===== src/rtl/aes_pkg.sv =====
// aes_pkg: shared types, FSM encoding and AES arithmetic helpers.
//   aes_128 / aes_32   : block and column types, byte 0 is the MSB
//   aes_fsm_e          : sequencer states IDLE / ROUND / DONE
//   RCON_INIT          : first round constant
//   sub_bytes_byte()   : S-box built in GF((2^4)^2), no lookup table
//   mix_column()       : one MixColumns column, xtime and XOR only
package aes_pkg;

    typedef logic [127:0] aes_128;
    typedef logic [31:0]  aes_32;

    typedef enum logic [1:0] {
        ST_IDLE  = 2'd0,
        ST_ROUND = 2'd1,
        ST_DONE  = 2'd2
    } aes_fsm_e;

    localparam logic [7:0] RCON_INIT = 8'h01;

    // Multiply by x in GF(2^8) modulo x^8+x^4+x^3+x+1.
    function automatic logic [7:0] xtime(input logic [7:0] b);
        return {b[6:0], 1'b0} ^ (b[7] ? 8'h1b : 8'h00);
    endfunction

    // GF(2^8) -> GF((2^4)^2) basis change.
    function automatic logic [7:0] isomorph(input logic [7:0] a);
        logic [7:0] q;
        q[7] = a[7] ^ a[5];
        q[6] = a[7] ^ a[6] ^ a[4] ^ a[3] ^ a[2] ^ a[1];
        q[5] = a[7] ^ a[5] ^ a[3] ^ a[2];
        q[4] = a[7] ^ a[5] ^ a[3] ^ a[2] ^ a[1];
        q[3] = a[7] ^ a[6] ^ a[2] ^ a[1];
        q[2] = a[7] ^ a[4] ^ a[3] ^ a[2] ^ a[1];
        q[1] = a[6] ^ a[4] ^ a[1];
        q[0] = a[6] ^ a[1] ^ a[0];
        return q;
    endfunction

    // GF((2^4)^2) -> GF(2^8) basis change.
    function automatic logic [7:0] inv_isomorph(input logic [7:0] q);
        logic [7:0] a;
        a[7] = q[7] ^ q[6] ^ q[5] ^ q[1];
        a[6] = q[6] ^ q[2];
        a[5] = q[6] ^ q[5] ^ q[1];
        a[4] = q[6] ^ q[5] ^ q[4] ^ q[2] ^ q[1];
        a[3] = q[5] ^ q[4] ^ q[3] ^ q[2] ^ q[1];
        a[2] = q[7] ^ q[4] ^ q[3] ^ q[2] ^ q[1];
        a[1] = q[5] ^ q[4];
        a[0] = q[6] ^ q[5] ^ q[4] ^ q[2] ^ q[0];
        return a;
    endfunction

    function automatic logic [3:0] square_nibble(input logic [3:0] q);
        return {q[3], q[3] ^ q[2], q[2] ^ q[1], q[3] ^ q[1] ^ q[0]};
    endfunction

    // Multiply by lambda = {1100}.
    function automatic logic [3:0] mul_lambda(input logic [3:0] q);
        return {q[2] ^ q[0], q[3] ^ q[2] ^ q[1] ^ q[0], q[3], q[2]};
    endfunction

    // GF(2^2) multiply modulo x^2+x+1.
    function automatic logic [1:0] mul_gf2(input logic [1:0] a, input logic [1:0] b);
        return {(a[1] & b[1]) ^ (a[0] & b[1]) ^ (a[1] & b[0]),
                (a[1] & b[1]) ^ (a[0] & b[0])};
    endfunction

    // Multiply by phi = {10} in GF(2^2).
    function automatic logic [1:0] mul_phi(input logic [1:0] q);
        return {q[1] ^ q[0], q[1]};
    endfunction

    // GF(2^4) multiply over GF(2^2), modulo y^2+y+phi.
    function automatic logic [3:0] mul_gf4(input logic [3:0] a, input logic [3:0] b);
        logic [1:0] hh, hl, lh, ll;
        hh = mul_gf2(a[3:2], b[3:2]);
        hl = mul_gf2(a[3:2], b[1:0]);
        lh = mul_gf2(a[1:0], b[3:2]);
        ll = mul_gf2(a[1:0], b[1:0]);
        return {hh ^ hl ^ lh, mul_phi(hh) ^ ll};
    endfunction

    // Inverse as q^14 = q^2 * q^4 * q^8; maps 0 to 0 as the S-box needs.
    function automatic logic [3:0] invert_nibble(input logic [3:0] q);
        logic [3:0] q2, q4, q8;
        q2 = square_nibble(q);
        q4 = square_nibble(q2);
        q8 = square_nibble(q4);
        return mul_gf4(mul_gf4(q2, q4), q8);
    endfunction

    function automatic logic [7:0] affine(input logic [7:0] b);
        return b ^ {b[6:0], b[7]} ^ {b[5:0], b[7:6]} ^ {b[4:0], b[7:5]}
                 ^ {b[3:0], b[7:4]} ^ 8'h63;
    endfunction

    // (h*Y + l)^-1 = h*d*Y + (h^l)*d with d = (h^2*lambda + (h^l)*l)^-1.
    function automatic logic [7:0] sub_bytes_byte(input logic [7:0] a);
        logic [7:0] t;
        logic [3:0] ah, al, d, di;
        t  = isomorph(a);
        ah = t[7:4];
        al = t[3:0];
        d  = mul_lambda(square_nibble(ah)) ^ mul_gf4(ah ^ al, al);
        di = invert_nibble(d);
        return affine(inv_isomorph({mul_gf4(ah, di), mul_gf4(ah ^ al, di)}));
    endfunction

    function automatic aes_32 mix_column(input aes_32 c);
        logic [7:0] b0, b1, b2, b3;
        b0 = c[31:24];
        b1 = c[23:16];
        b2 = c[15:8];
        b3 = c[7:0];
        return {xtime(b0) ^ xtime(b1) ^ b1 ^ b2 ^ b3,
                b0 ^ xtime(b1) ^ xtime(b2) ^ b2 ^ b3,
                b0 ^ b1 ^ xtime(b2) ^ xtime(b3) ^ b3,
                xtime(b0) ^ b0 ^ b1 ^ b2 ^ xtime(b3)};
    endfunction

endpackage


===== src/rtl/aes_round_core.sv =====
// aes_round_core: one AES-128 encryption round plus one key-schedule step,
// purely combinational.
//   state, rkey : current state and current round key
//   rcon        : round constant for this key step
//   last        : final round, MixColumns skipped
//   next_state  : SubBytes/ShiftRows/[MixColumns]/AddRoundKey(next_key)
//   next_key    : round key derived from rkey and rcon
module aes_round_core
    import aes_pkg::*;
(
    input  aes_128     state,
    input  aes_128     rkey,
    input  logic [7:0] rcon,
    input  logic       last,
    output aes_128     next_state,
    output aes_128     next_key
);

    aes_128 sb;
    aes_128 sr;
    aes_128 mc;
    aes_32  w3_rot;
    aes_32  temp;
    aes_32  n0, n1, n2, n3;

    always_comb begin
        // Key step: RotWord, SubWord, rcon into the top byte, then chain words.
        w3_rot = {rkey[23:0], rkey[31:24]};
        temp   = '0;
        for (int i = 0; i < 4; i++) begin
            temp[31-8*i -: 8] = sub_bytes_byte(w3_rot[31-8*i -: 8]);
        end
        temp[31:24] = temp[31:24] ^ rcon;
        n0 = rkey[127:96] ^ temp;
        n1 = rkey[95:64]  ^ n0;
        n2 = rkey[63:32]  ^ n1;
        n3 = rkey[31:0]   ^ n2;
        next_key = {n0, n1, n2, n3};

        sb = '0;
        for (int i = 0; i < 16; i++) begin
            sb[127-8*i -: 8] = sub_bytes_byte(state[127-8*i -: 8]);
        end

        // Bytes are column-major: byte 4c+r sits at row r, column c.
        sr = '0;
        for (int c = 0; c < 4; c++) begin
            for (int r = 0; r < 4; r++) begin
                sr[127-8*(4*c+r) -: 8] = sb[127-8*(4*((c+r)%4)+r) -: 8];
            end
        end

        mc = '0;
        for (int c = 0; c < 4; c++) begin
            mc[127-32*c -: 32] = mix_column(sr[127-32*c -: 32]);
        end

        next_state = (last ? sr : mc) ^ next_key;
    end

endmodule


===== src/rtl/aes_enc_sequencer.sv =====
// aes_enc_sequencer: iterative AES-128 encryptor, one round per clock.
//   clk, rst             : clock, asynchronous active-high reset
//   in_valid / in_ready  : job handshake; plaintext and key sampled at accept
//   out_valid / out_ready: result handshake; ciphertext held until taken
//   busy                 : FSM is not IDLE
// Accept-to-out_valid latency is NUM_ROUNDS cycles; a block is retired
// every NUM_ROUNDS+2 cycles with out_ready held high.
module aes_enc_sequencer
    import aes_pkg::*;
#(
    parameter int NUM_ROUNDS = 10
) (
    input  logic   clk,
    input  logic   rst,
    input  logic   in_valid,
    output logic   in_ready,
    input  aes_128 plaintext,
    input  aes_128 key,
    output logic   out_valid,
    input  logic   out_ready,
    output aes_128 ciphertext,
    output logic   busy
);

    aes_fsm_e   fsm_q, fsm_d;
    aes_128     state_q, state_d;
    aes_128     rkey_q, rkey_d;
    logic [7:0] rcon_q, rcon_d;
    logic [3:0] round_q, round_d;
    // Low in reset and for the first edge after it, so in_ready rises only
    // once the block has seen a clock out of reset.
    logic       live_q, live_d;

    logic       accept;
    logic       last;
    aes_128     next_state;
    aes_128     next_key;

    assign last   = (round_q == 4'(NUM_ROUNDS));
    assign accept = in_valid && in_ready;
    assign live_d = 1'b1;

    aes_round_core u_core (
        .state      (state_q),
        .rkey       (rkey_q),
        .rcon       (rcon_q),
        .last       (last),
        .next_state (next_state),
        .next_key   (next_key)
    );

    // FSM state register
    always_ff @(posedge clk or posedge rst) begin
        if (rst) begin
            fsm_q  <= ST_IDLE;
            live_q <= 1'b0;
        end else begin
            fsm_q  <= fsm_d;
            live_q <= live_d;
        end
    end

    // FSM next state
    always_comb begin
        fsm_d = fsm_q;
        case (fsm_q)
            ST_IDLE:  if (accept)    fsm_d = ST_ROUND;
            ST_ROUND: if (last)      fsm_d = ST_DONE;
            ST_DONE:  if (out_ready) fsm_d = ST_IDLE;
            default:                 fsm_d = ST_IDLE;
        endcase
    end

    // FSM outputs
    always_comb begin
        in_ready   = (fsm_q == ST_IDLE) && live_q;
        out_valid  = (fsm_q == ST_DONE);
        busy       = (fsm_q != ST_IDLE);
        ciphertext = out_valid ? state_q : '0;
    end

    // Datapath next values
    always_comb begin
        state_d = state_q;
        rkey_d  = rkey_q;
        rcon_d  = rcon_q;
        round_d = round_q;
        if (fsm_q == ST_IDLE && accept) begin
            state_d = plaintext ^ key;
            rkey_d  = key;
            rcon_d  = RCON_INIT;
            round_d = 4'd1;
        end else if (fsm_q == ST_ROUND) begin
            state_d = next_state;
            rkey_d  = next_key;
            rcon_d  = xtime(rcon_q);
            round_d = round_q + 4'd1;
        end
    end

    // Datapath registers
    always_ff @(posedge clk or posedge rst) begin
        if (rst) begin
            state_q <= '0;
            rkey_q  <= '0;
            rcon_q  <= '0;
            round_q <= '0;
        end else begin
            state_q <= state_d;
            rkey_q  <= rkey_d;
            rcon_q  <= rcon_d;
            round_q <= round_d;
        end
    end

endmodule


===== config.mk =====
export PLATFORM = sky130hd
export DESIGN_NAME = aes_enc_sequencer
export DESIGN_NICKNAME = d
export VERILOG_FILES = /design/src/rtl/aes_pkg.sv /design/src/rtl/aes_round_core.sv /design/src/rtl/aes_enc_sequencer.sv
export SDC_FILE = /design/constraint.sdc
export NUM_CORES = 2
export LEC_CHECK = 0
export CORE_UTILIZATION = 60
export CTS_BUF_LIST = sky130_fd_sc_hd__clkbuf_16
export DETAILED_ROUTE_END_ITERATION = 8
export PLACE_DENSITY = 0.9
export SLEW_MARGIN = 20
export SYNTH_ARGS = -nofsm -noshare
export SYNTH_HDL_FRONTEND = slang
export SYNTH_HIERARCHICAL = 1
export SYNTH_SLANG_ARGS = --single-unit

===== constraint.sdc =====
create_clock -name clk -period 12.72 [get_ports clk]
set_input_delay 2.544 -clock clk [delete_from_list [all_inputs] [get_ports clk]]
set_output_delay 2.544 -clock clk [all_outputs]
set_load 0.02 [all_outputs]

==> flow_summary.json <==
{
  "slowest_stage": "o21ai_0",
  "async_flop_share": 1.00,
  "ys_types": 135,
  "place_congestion": 1.06,
  "skew_ns": 0.0485,
  "path_clk_slew_ns": 0.07,
  "layout_commonest_cell": "xnor2_1",
  "grt_pass1_vias": 58917,
  "critical_path_arrival_ns": 12.56,
  "reg2regPathDepth": 35,
  "antenna_found_initial": 9,
  "tns_ns": 0,
  "hold_path_depth": 1,
  "cts_setup_buffers": 0,
  "cts_hold_buf": 0,
  "ctsHtreeMaxLevel": 2,
  "seq_area_frac_synth": 0.0987,
  "worstSkewPairLatency_ns": 0.60,
  "cts_tree": "done",
  "numCtsBuffers": 36,
  "worstMarginPinSlew_ns": 1.26,
  "synth_area_um2": 68700,
  "syn_to_final_growth_pct": 8.38,
  "clk_path_buf_depth": 3,
  "antenna_left": 0,
  "max_freq_mhz": 82.4,
  "synth_area_per_cell_um2": 8.41,
  "worstReg2RegEnd": "state_q[103]",
  "timing.hold.ws_ns": 0.483,
  "wirelength_um": 233000,
  "fp-row-count": 123,
  "grt.total_usage": 0.385,
  "grt.overflow.total": 0,
  "period_share": 0.954,
  "synth-seq-cells": 271,
  "crit_fanout": 19,
  "drive_gt1_frac": 0.0609,
  "hp-class": "flip-flop to flip-flop",
  "core_area_um2": 113000,
  "finalNetCount": 8684,
  "cts-root-buf": "clkbuf_16",
  "synth_nets": 8624,
  "crit_path_start_kind": "flip-flop",
  "cp.required_ns": 13.15,
  "ys_warn_count": 6,
  "cp_common_cell": "xnor2_1",
  "post-route-min-period_ns": 12.14,
  "grt_max_degree": 175,
  "io_buffers": 390,
  "wl_per_cell_um": 23.9,
  "r2r_start": "state_q[45]",
  "initial_core_util": 0.608,
  "startpoint": "state_q[45]",
  "slowest_delay_ns": 0.74,
  "vias_per_cell": 6.53,
  "ios": 391,
  "rsz0062_at_grt": "no",
  "dp_hpwl_um": 184000,
  "end_kind": "flip-flop",
  "die_w_um": 340,
  "drt-pass1-iter-count": 8,
  "drc": 0,
  "syn_inst": 8170,
  "worstHoldEndpoint": "rkey_q[118]",
  "r2r_slack_ns": 0.58,
  "hold_start": "rkey_q[118]",
  "num_vias": 63682,
  "drt_iter0_drc": 7713,
  "status": "completed",
  "clock_sinks": 271,
  "synth_edf_count": 0,
  "maxSlewViolCount": 0,
  "setup_viol": 0,
  "finalHoldViolCount": 0,
  "crit_type": "flip-flop to flip-flop",
  "fillers": 9132,
  "die_h_um": 340,
  "slew_headroom": 0.155,
  "synth_ff_type": "dfrtp_1",
  "cap_viol_max_count": 0,
  "grt_pass1_wl_um": 352000,
  "layout_common_cells": "1294 x xnor2_1, 717 x xor2_1, 667 x nor2_1",
  "dieArea_um2": 116000
}
[cells by family after synthesis]
family                     Yosys count  share of synthesized area
AOI/OAI and AO/OA                 1713                      0.174
buffers and inverters              804                     0.0496
adders and majority gates          206                     0.0371
and+or+nand+nor                   2212                      0.153
DFF                                271                     0.0987
muxes                              401                     0.0602
xor gates and xnor gates          2562                      0.428
other                                1                  0.0000546
[sequential cells by signal (all words and copies together), names as in the netlist]
signal	count
rkey_q	128
rcon_q	8
state_q	128
round_q	4
fsm_q	2
live_q	1
[critical path: cells and delay by family (launching register included)]
kind / cells / cell delay [ns]
adder cells (fa/ha/maj): 4 / 1.69
XOR/XNOR: 15 / 5.49
AO/OA/AOI/OAI: 6 / 1.50
multiplexers: 3 / 1.00
AND/OR/NAND/NOR: 1 / 0.16
buffers and inverters: 6 / 1.46
flip-flops: 1 / 0.59
[worst max-delay path by stage]
stage | slack, ns | to
floorplan | 2.51 | state_q[0]
global placement | 0.77 | state_q[73]
detailed placement | 0.74 | state_q[65]
CTS | 0.70 | state_q[65]
global route | 0.03 | state_q[6]
finish | 0.58 | state_q[103]
[layout make-up]
cell class	count	area, µm²	area share
inverter	339	1290	0.0173
clock inverter	27	303	0.00407
multi-input combinational	7095	58600	0.788
timing repair buffer	487	4660	0.0625
antenna	3	7.51	0.000101
tap	1500	1880	0.0252
sequential	271	6780	0.0911
clock buffer	36	901	0.0121
[repair_timing]
| action | CTS | global route |
|---|---|---|
| endpoints found under the hold margin | 0 | 0 |
| gates resized for setup | 0 | 10 |
| endpoints found under the setup margin | 0 | 44 |
[synthesized netlist by cell type, drive strengths merged, types with 26 or more instances]
cell       n  area share
a22oi     41      0.0046
a211oi    75      0.0089
clkinv    26      0.0014
nor4      45      0.0042
o21a      29      0.0032
inv      313       0.017
mux2      62       0.010
and3      47      0.0044
a21oi    276       0.020
a22o     135       0.017
clkbuf   294       0.016
dfrtp    271       0.099
xor3      81       0.028
o221ai    33      0.0042
ha       194       0.035
nand3    158       0.012
a221oi    34      0.0056
or4       28      0.0031
a21o     153       0.017
a211o     27      0.0034
or2       30      0.0027
or3       50      0.0046
xor2     758        0.10
nand2b    52      0.0047
nand4     38      0.0035
xnor3    327        0.11
o21ai    401       0.029
nor3     153       0.011
xnor2   1396        0.19
buf      171       0.015
and2     171       0.016
nor2     680       0.038
o211ai    66      0.0072
nor2b     55      0.0050
o22ai    109       0.010
nand2    615       0.034
mux2i    338       0.050
[layer usage]
layer / up-vias / share of wire / global-route usage
li1: 28640 / - / -
met1: 30505 / 0.39 / 0.515
met2: 3865 / 0.42 / 0.572
met3: 660 / 0.12 / 0.0947
met4: 12 / 0.064 / 0.205
met5: - / 0.00051 / 0
[through the flow]
| step | instance area, µm² | util | cells | worst slack, ns |
|---|---|---|---|---|
| floorplan | 68700 | - | 8170 | 2.51 |
| global placement | 73200 | 0.648 | 9692 | 0.773 |
| detailed placement | 73200 | 0.648 | 9692 | 0.739 |
| CTS | 74400 | 0.658 | 9755 | 0.702 |
| global route | 74400 | 0.659 | 9755 | 0.0341 |
| finish | 74500 | 0.659 | 9758 | 0.582 |
Power is left out: the tool's default activity adds up to more than one toggle a clock period on the data nets, which glitch-free logic cannot reach.
